--- src/rtl/riscy_seq_ctrl.sv ---
// RISC-Y sequence controller: state-decoded control strobes, memory wait states,
// indirect pointer fetch and halt. Define RISCY_SINGLE_STEP_EN to add the STEP input.
module riscy_seq_ctrl #(
  parameter int unsigned WAIT_STATES = 0,
  parameter bit          INDIRECT    = 1'b1
) (
  input  logic       CLK,
  input  logic       RST,
  input  logic [2:0] OPCODE,
  input  logic       I_FLAG,
  input  logic       ZERO,
`ifdef RISCY_SINGLE_STEP_EN
  input  logic       STEP,
`endif
  output logic       sel,
  output logic       rd,
  output logic       wr,
  output logic       ld_ir,
  output logic       ld_ptr,
  output logic       ld_ac,
  output logic       ld_pc,
  output logic       inc_pc,
  output logic       data_e,
  output logic       halt,
  output logic [3:0] phase
);

  typedef enum logic [3:0] {
    S_IADDR  = 4'd0,
    S_IFETCH = 4'd1,
    S_ILOAD  = 4'd2,
    S_IDLE   = 4'd3,
    S_OADDR  = 4'd4,
    S_PADDR  = 4'd5,
    S_PFETCH = 4'd6,
    S_PLOAD  = 4'd7,
    S_OFETCH = 4'd8,
    S_ALU    = 4'd9,
    S_STORE  = 4'd10,
    S_HALT   = 4'd15
  } state_t;

  typedef enum logic [2:0] {
    OP_HLT = 3'd0,
    OP_SKZ = 3'd1,
    OP_ADD = 3'd2,
    OP_AND = 3'd3,
    OP_XOR = 3'd4,
    OP_LDA = 3'd5,
    OP_STO = 3'd6,
    OP_JMP = 3'd7
  } opcode_t;

  localparam int unsigned   CW    = (WAIT_STATES > 0) ? $clog2(WAIT_STATES + 1) : 1;
  localparam logic [CW-1:0] W_MAX = CW'(WAIT_STATES);

  state_t        r_state;
  state_t        w_next;
  logic [CW-1:0] r_cnt;
  opcode_t       w_op;
  logic          w_mem_rd_op;
  logic          w_is_wait;
  logic          w_wait_done;
  logic          w_go_indirect;
  logic          w_advance;

  assign w_op          = opcode_t'(OPCODE);
  assign w_mem_rd_op   = (w_op inside {OP_ADD, OP_AND, OP_XOR, OP_LDA});
  assign w_is_wait     = (r_state inside {S_IFETCH, S_PFETCH, S_OFETCH});
  assign w_wait_done   = (r_cnt == W_MAX);
  assign w_go_indirect = INDIRECT && I_FLAG && (w_op inside {OP_ADD, OP_AND, OP_XOR,
                                                             OP_LDA, OP_STO, OP_JMP});

`ifdef RISCY_SINGLE_STEP_EN
  assign w_advance = STEP;
`else
  assign w_advance = 1'b1;
`endif

  always_ff @(posedge CLK) begin
    if (RST) begin
      r_state <= S_IADDR;
      r_cnt   <= '0;
    end else begin
      r_state <= w_next;
      // Counter only runs inside a wait-capable state and clears on its exit.
      r_cnt   <= (w_is_wait && !w_wait_done) ? r_cnt + CW'(1) : '0;
    end
  end

  always_comb begin
    w_next = r_state;
    unique case (r_state)
      S_IADDR:  if (w_advance) w_next = S_IFETCH;
      S_IFETCH: if (w_wait_done) w_next = S_ILOAD;
      S_ILOAD:  w_next = S_IDLE;
      S_IDLE:   w_next = S_OADDR;
      S_OADDR: begin
        if (w_op == OP_HLT)     w_next = S_HALT;
        else if (w_go_indirect) w_next = S_PADDR;
        else                    w_next = S_OFETCH;
      end
      S_PADDR:  w_next = S_PFETCH;
      S_PFETCH: if (w_wait_done) w_next = S_PLOAD;
      S_PLOAD:  w_next = S_OFETCH;
      S_OFETCH: if (w_wait_done) w_next = S_ALU;
      S_ALU:    w_next = S_STORE;
      S_STORE:  w_next = S_IADDR;
      S_HALT:   w_next = S_HALT;
      default:  w_next = S_IADDR;
    endcase
  end

  always_comb begin
    sel    = 1'b0;
    rd     = 1'b0;
    wr     = 1'b0;
    ld_ir  = 1'b0;
    ld_ptr = 1'b0;
    ld_ac  = 1'b0;
    ld_pc  = 1'b0;
    inc_pc = 1'b0;
    data_e = 1'b0;
    halt   = 1'b0;
    phase  = r_state;
    unique case (r_state)
      S_IADDR:  sel = 1'b1;
      S_IFETCH: begin sel = 1'b1; rd = 1'b1; end
      S_ILOAD:  begin sel = 1'b1; rd = 1'b1; ld_ir = 1'b1; end
      S_IDLE:   begin sel = 1'b1; rd = 1'b1; end
      S_OADDR: begin
        inc_pc = 1'b1;
        halt   = (w_op == OP_HLT);
      end
      S_PADDR:  ;
      S_PFETCH: rd = 1'b1;
      S_PLOAD:  begin rd = 1'b1; ld_ptr = 1'b1; end
      S_OFETCH: rd = w_mem_rd_op;
      S_ALU: begin
        rd     = w_mem_rd_op;
        ld_ac  = w_mem_rd_op;
        inc_pc = (w_op == OP_SKZ) && ZERO;
        ld_pc  = (w_op == OP_JMP);
        data_e = (w_op == OP_STO);
      end
      S_STORE: begin
        wr     = (w_op == OP_STO);
        data_e = (w_op == OP_STO);
      end
      S_HALT:   halt = 1'b1;
      default:  ;
    endcase
  end

endmodule

--- config.mk ---
export PLATFORM = sky130hd
export DESIGN_NAME = riscy_seq_ctrl
export DESIGN_NICKNAME = d
export VERILOG_FILES = /design/src/rtl/riscy_seq_ctrl.sv
export SDC_FILE = /design/constraint.sdc
export NUM_CORES = 1
export LEC_CHECK = 0
export ABC_AREA = 1
export CORE_MARGIN = 1.5
export CORE_UTILIZATION = 24
export DETAILED_ROUTE_END_ITERATION = 10
export PLACE_DENSITY_LB_ADDON = 0.15
export SETUP_SLACK_MARGIN = 0.15
export SYNTH_ARGS = -nofsm -noshare
export SYNTH_HDL_FRONTEND = slang
export SYNTH_SLANG_ARGS = --single-unit
export TNS_END_PERCENT = 20
--- constraint.sdc ---
create_clock -name CLK -period 3.12 [get_ports CLK]
set_clock_uncertainty 0.15 [all_clocks]
set_input_delay 0.468 -clock CLK [delete_from_list [all_inputs] [get_ports CLK]]
set_output_delay 0.468 -clock CLK [all_outputs]
set_load 0.03 [all_outputs]
======== Word level (Yosys, flattened, before mapping) ========
Cells that the tools add are included.
Widths: inputs -> output; s select.
word-level totals
  register bits after elaboration ......... 5
  latch bits .............................. 0
  memory bits (writable) .................. 0
  ROM bits ................................ 0
  input port bits ......................... 7
  output and inout bits ................... 14
  logic and storage cells ................. 55
  memories ................................ 0
operators by class
  $add $sub $neg .......................... 1
  multiply operators ...................... 0
  div/mod/pow operators ................... 0
  magnitude comparators ................... 0
  equal/unequal tests ..................... 21
  shift-type cells ........................ 0
  mux-type cells .......................... 16
  bitwise logic cells ..................... 1
  reduce and logical (&&, ||, !) cells .... 14
operators with widths
  kind                 number
  $pmux 4 s11          1
  $mux 4               5
  $eq 4x3->1 const B   4
  $eq 4x4->1 const B   4
  $eq 3x3->1 const B   4
  $eq 4x2->1 const B   2
  $mux 1               7
  $eq 3x2->1 const B   2
  $ne 2x2->1 const B   3
  $pmux 1 s2           3
  $reduce_bool 6->1    1
  $reduce_or 2->1      3
  $reduce_or 5->1      1
  $eq 4x1->1 const B   1
  $logic_not 4->1      1
  $reduce_bool 4->1    1
  $reduce_or 4->1      1
  $eq 3x1->1 const B   1
  $logic_and 1x1->1    3
  $logic_not 3->1      1
  $reduce_and 3->1     1
  $reduce_bool 3->1    1
  $add 1x1->1 const B  1
  $not 1->1            1

======== Longest topological paths before layout ========
  depth after elaboration ................. 6
  depth in mapped cells ................... 8

======== Worst setup path before layout ========
OpenSTA, ideal clock, no wires.
  kind .................................... register to output
  start ................................... reg r_state[1] (netlist: phase[1])
  end ..................................... out halt
  arrival time ............................ 1.600 ns
  required time ........................... 2.502 ns
  slack ................................... 0.902 ns
  cell stages (with the launch flop) ...... 5
  path through ............................ dfxtp_1 -> nand2_1 -> nor2_1 -> inv_1 -> o21ai_0
on the way
  longest elaborated chain between the ends .. 2
  elaborated cells between the ends (all ways) .. 3
  classes of those cells .................. 2 x eq/ne; 1 x mux
RTL lines
  what                                      RTL line  text
  start: declaration                        57        state_t r_state;
  start signal: assignment                  85        r_state <= w_next;
  $eq 4x4->1 or $eq 4x3->1 (tied branches)  126       unique case (r_state)
  $pmux 1 s2 (*)                            126
  end: declaration                          24        output logic halt,
Mark *: on every way between the ends. The rest lies on a longest branch, timed or not.

======== Worst setup path after layout ========
  start ................................... in OPCODE[1]
  end ..................................... out rd
on the way
  longest elaborated chain between the ends .. 3
  elaborated cells between the ends (all ways) .. 6
  classes of those cells .................. 4 x eq/ne; 1 x mux; 1 x reduce/logical
RTL lines
  what                                      RTL line  text
  start: declaration                        9         input logic [2:0] OPCODE,
  $eq 3x2->1 or $eq 3x3->1 (tied branches)  68        assign w_mem_rd_op = (w_op inside {OP_ADD, OP_AND, OP_XOR, OP_LDA});
  $reduce_bool 4->1 (*)                     68
  $pmux 1 s2 (*)                            126
  end: declaration                          16        output logic rd,
Marked as above.

==> results.toml <==
[route]
via_per_inst = 4.33
wl_per_cell_um = 9.69
first_pass_iters = 2
drtIter0Drc = 8
routed_wirelength_um = 1220
vias = 546
drc = 0
postRouteAntennaNets = 0

[timing]
max_freq_mhz = 365
rsz0062_at_grt = "no"
report.final.slew_viol_count = 0
fin_tns_setup_ns = 0
hold_viol_final = 0
finalCritPeriodShare_pct = 87.7
setup_viol = 0
finalHoldWorstSlack_ns = 0.341
layout_min_cycle_time_ns = 2.74

[synthesis]
ys.flop_type = "dfxtp_1"
synth-seq-cells = 5
synthesis.nets = 84
async_reset_ff_share_pct = 0
synthCells = 77
yosysSeqAreaShare_pct = 23.4
synth-edff-count = 0
netlist_area_um2 = 428
avgSynthCellArea_um2 = 5.56
synth_warnings = 0
synth_cell_types = 19

[die]
rows = 15
initial_core_util_pct = 25.1
die_w_um = 45.2
ios = 21
core-area_um2 = 1710
die_area_um2 = 2050
die_y_um = 45.2

[layout]
area_delta_synth_final_pct = 60.2
diodes = 0
nets = 109
post_route_cells_drive_above_1_share_pct = 17.8
num-fill-cells = 196
final_cell_mix = "nand2_1, clkdlybuf4s50_1, nor2_1"

[clocking]
clk_latency_ns = 0.24
cts_root_buffer = "clkbuf_4"
cts_max_path_buffers = 2
cts_resized = 0
cts_hold_buf = 0
cts_tree = "yes"
clkTransAtPathRegs_ns = 0.04
postCtsSetupRepairBufs = 0
numCtsBuffers = 3
numClockSinks = 5
htreeDepth = 1

[global_routing]
grt_pass1_vias = 490
grt_max_degree = 9
grt_pass1_wl_um = 1970
grt-ovfl-total = 0
grt_util_all_layers_pct = 13.0
antenna_found_initial = 0

[place]
placement.io_buffers = 20
dp_hpwl_um = 1020
gp_congestion = 0.788

[worst_hold_path]
hold_path_class = "register to register"
hold_depth = 2

[worst_setup_path]
setup.worst_path.end_class = "output port"
cp.required_ns = 2.50
cp_slowest_cell = "clkdlybuf4s50_1"
path_delay_family = "buffers and inverters"
cp.arrival_ns = 2.12
worstPathMaxFanout = 4
crit_type = "primary input to output port"
reg2regPathDepth = 8
start_kind = "primary input"
path_cells = "clkdlybuf4s50_1, inv_1, nand2_1, nand2_1, o32ai_1, clkdlybuf4s50_1"
path_depth = 6
crit_path_max_incr_delay_ns = 0.71
path_buf_inv = 3

[power_and_ir_drop]
p_leak_nw = 0.286
ir_drop_v = 0.000412
powerDensity_nw_per_um2 = 529

[run_status]
status = "complete, no violations"

[flow_run]
max_cap_viol_count = 0
-- worst min-delay path: cells and delay by family (launching register included) --
family | cells | cell delay (ns)
simple gates | 1 | 0.08
flops | 1 | 0.31
compound gates | 1 | 0.05
-- final cells by class --
type	count	area, um2	area share (%)
inverter	12	45.0	6.57
sequential	5	100	14.6
tap	25	31.3	4.56
multi-input combinational	60	283	41.2
clock buffer	4	26.3	3.83
timing repair buffer	20	200	29.2
-- power breakdown --
group	internal [mW]	switching, mW	total [mW]
sequential	0.0743	0.0209	0.0952
clock	0.0482	0.0250	0.0733
combinational	0.0758	0.118	0.194
-- kinds of logic (layout without fill, tap and decap cells) --
group | Yosys count | count (layout) | synth area share, %
AND/OR/NAND/NOR | 49 | 49 | 50.9
other | 1 | 1 | 0.876
AO/OA/AOI/OAI | 10 | 10 | 14.3
buffers and inverters | 12 | 36 | 10.5
flip-flops | 5 | 5 | 23.4
-- synth_stat cells, types with 2 or more instances --
library cell / number / area, um2
nor3_1: 2 / 10.0
nand2_2: 3 / 18.8
a31oi_1: 2 / 12.5
a21oi_1: 3 / 15.0
nor2_2: 3 / 18.8
nand3_1: 6 / 30.0
inv_1: 5 / 18.8
dfxtp_1: 5 / 100
nand2_1: 20 / 75.1
nor2_1: 13 / 48.8
inv_2: 7 / 26.3
-- path summary, 6_finish.rpt --
path	startpoint	endpoint	slack, ns
max	OPCODE[1]	rd	0.38
min reg2reg	r_cnt	phase[0]	0.34
min	r_cnt	phase[0]	0.34
max reg2reg	phase[2]	phase[0]	1.73
-- layer usage --
layer  vias up  wire (um)  GRT usage, %
met5         -          0             0
met4         0          0             0
met3         0         56          6.00
met2        13        577          21.7
met1       241        587          16.4
li1        292          -             -
-- state kept, by name (all words and copies together), names as in the netlist --
| register | count |
|---|---|
| phase | 4 |
| r_cnt | 1 |
-- metrics by stage --
stage | instances | setup WS, ns | cell area (um2) | util, % | power (mW)
after floorplan | 77 | 0.902 | 428 | - | 0.220
after global placement | 122 | 0.401 | 659 | 38.6 | 0.292
after detailed placement | 122 | 0.391 | 659 | 38.6 | 0.291
after CTS | 126 | 0.386 | 686 | 40.1 | 0.366
after global routing | 126 | 0.292 | 686 | 40.1 | 0.393
final | 126 | 0.383 | 686 | 40.1 | 0.362
Power figures use the tool's default switching activity.
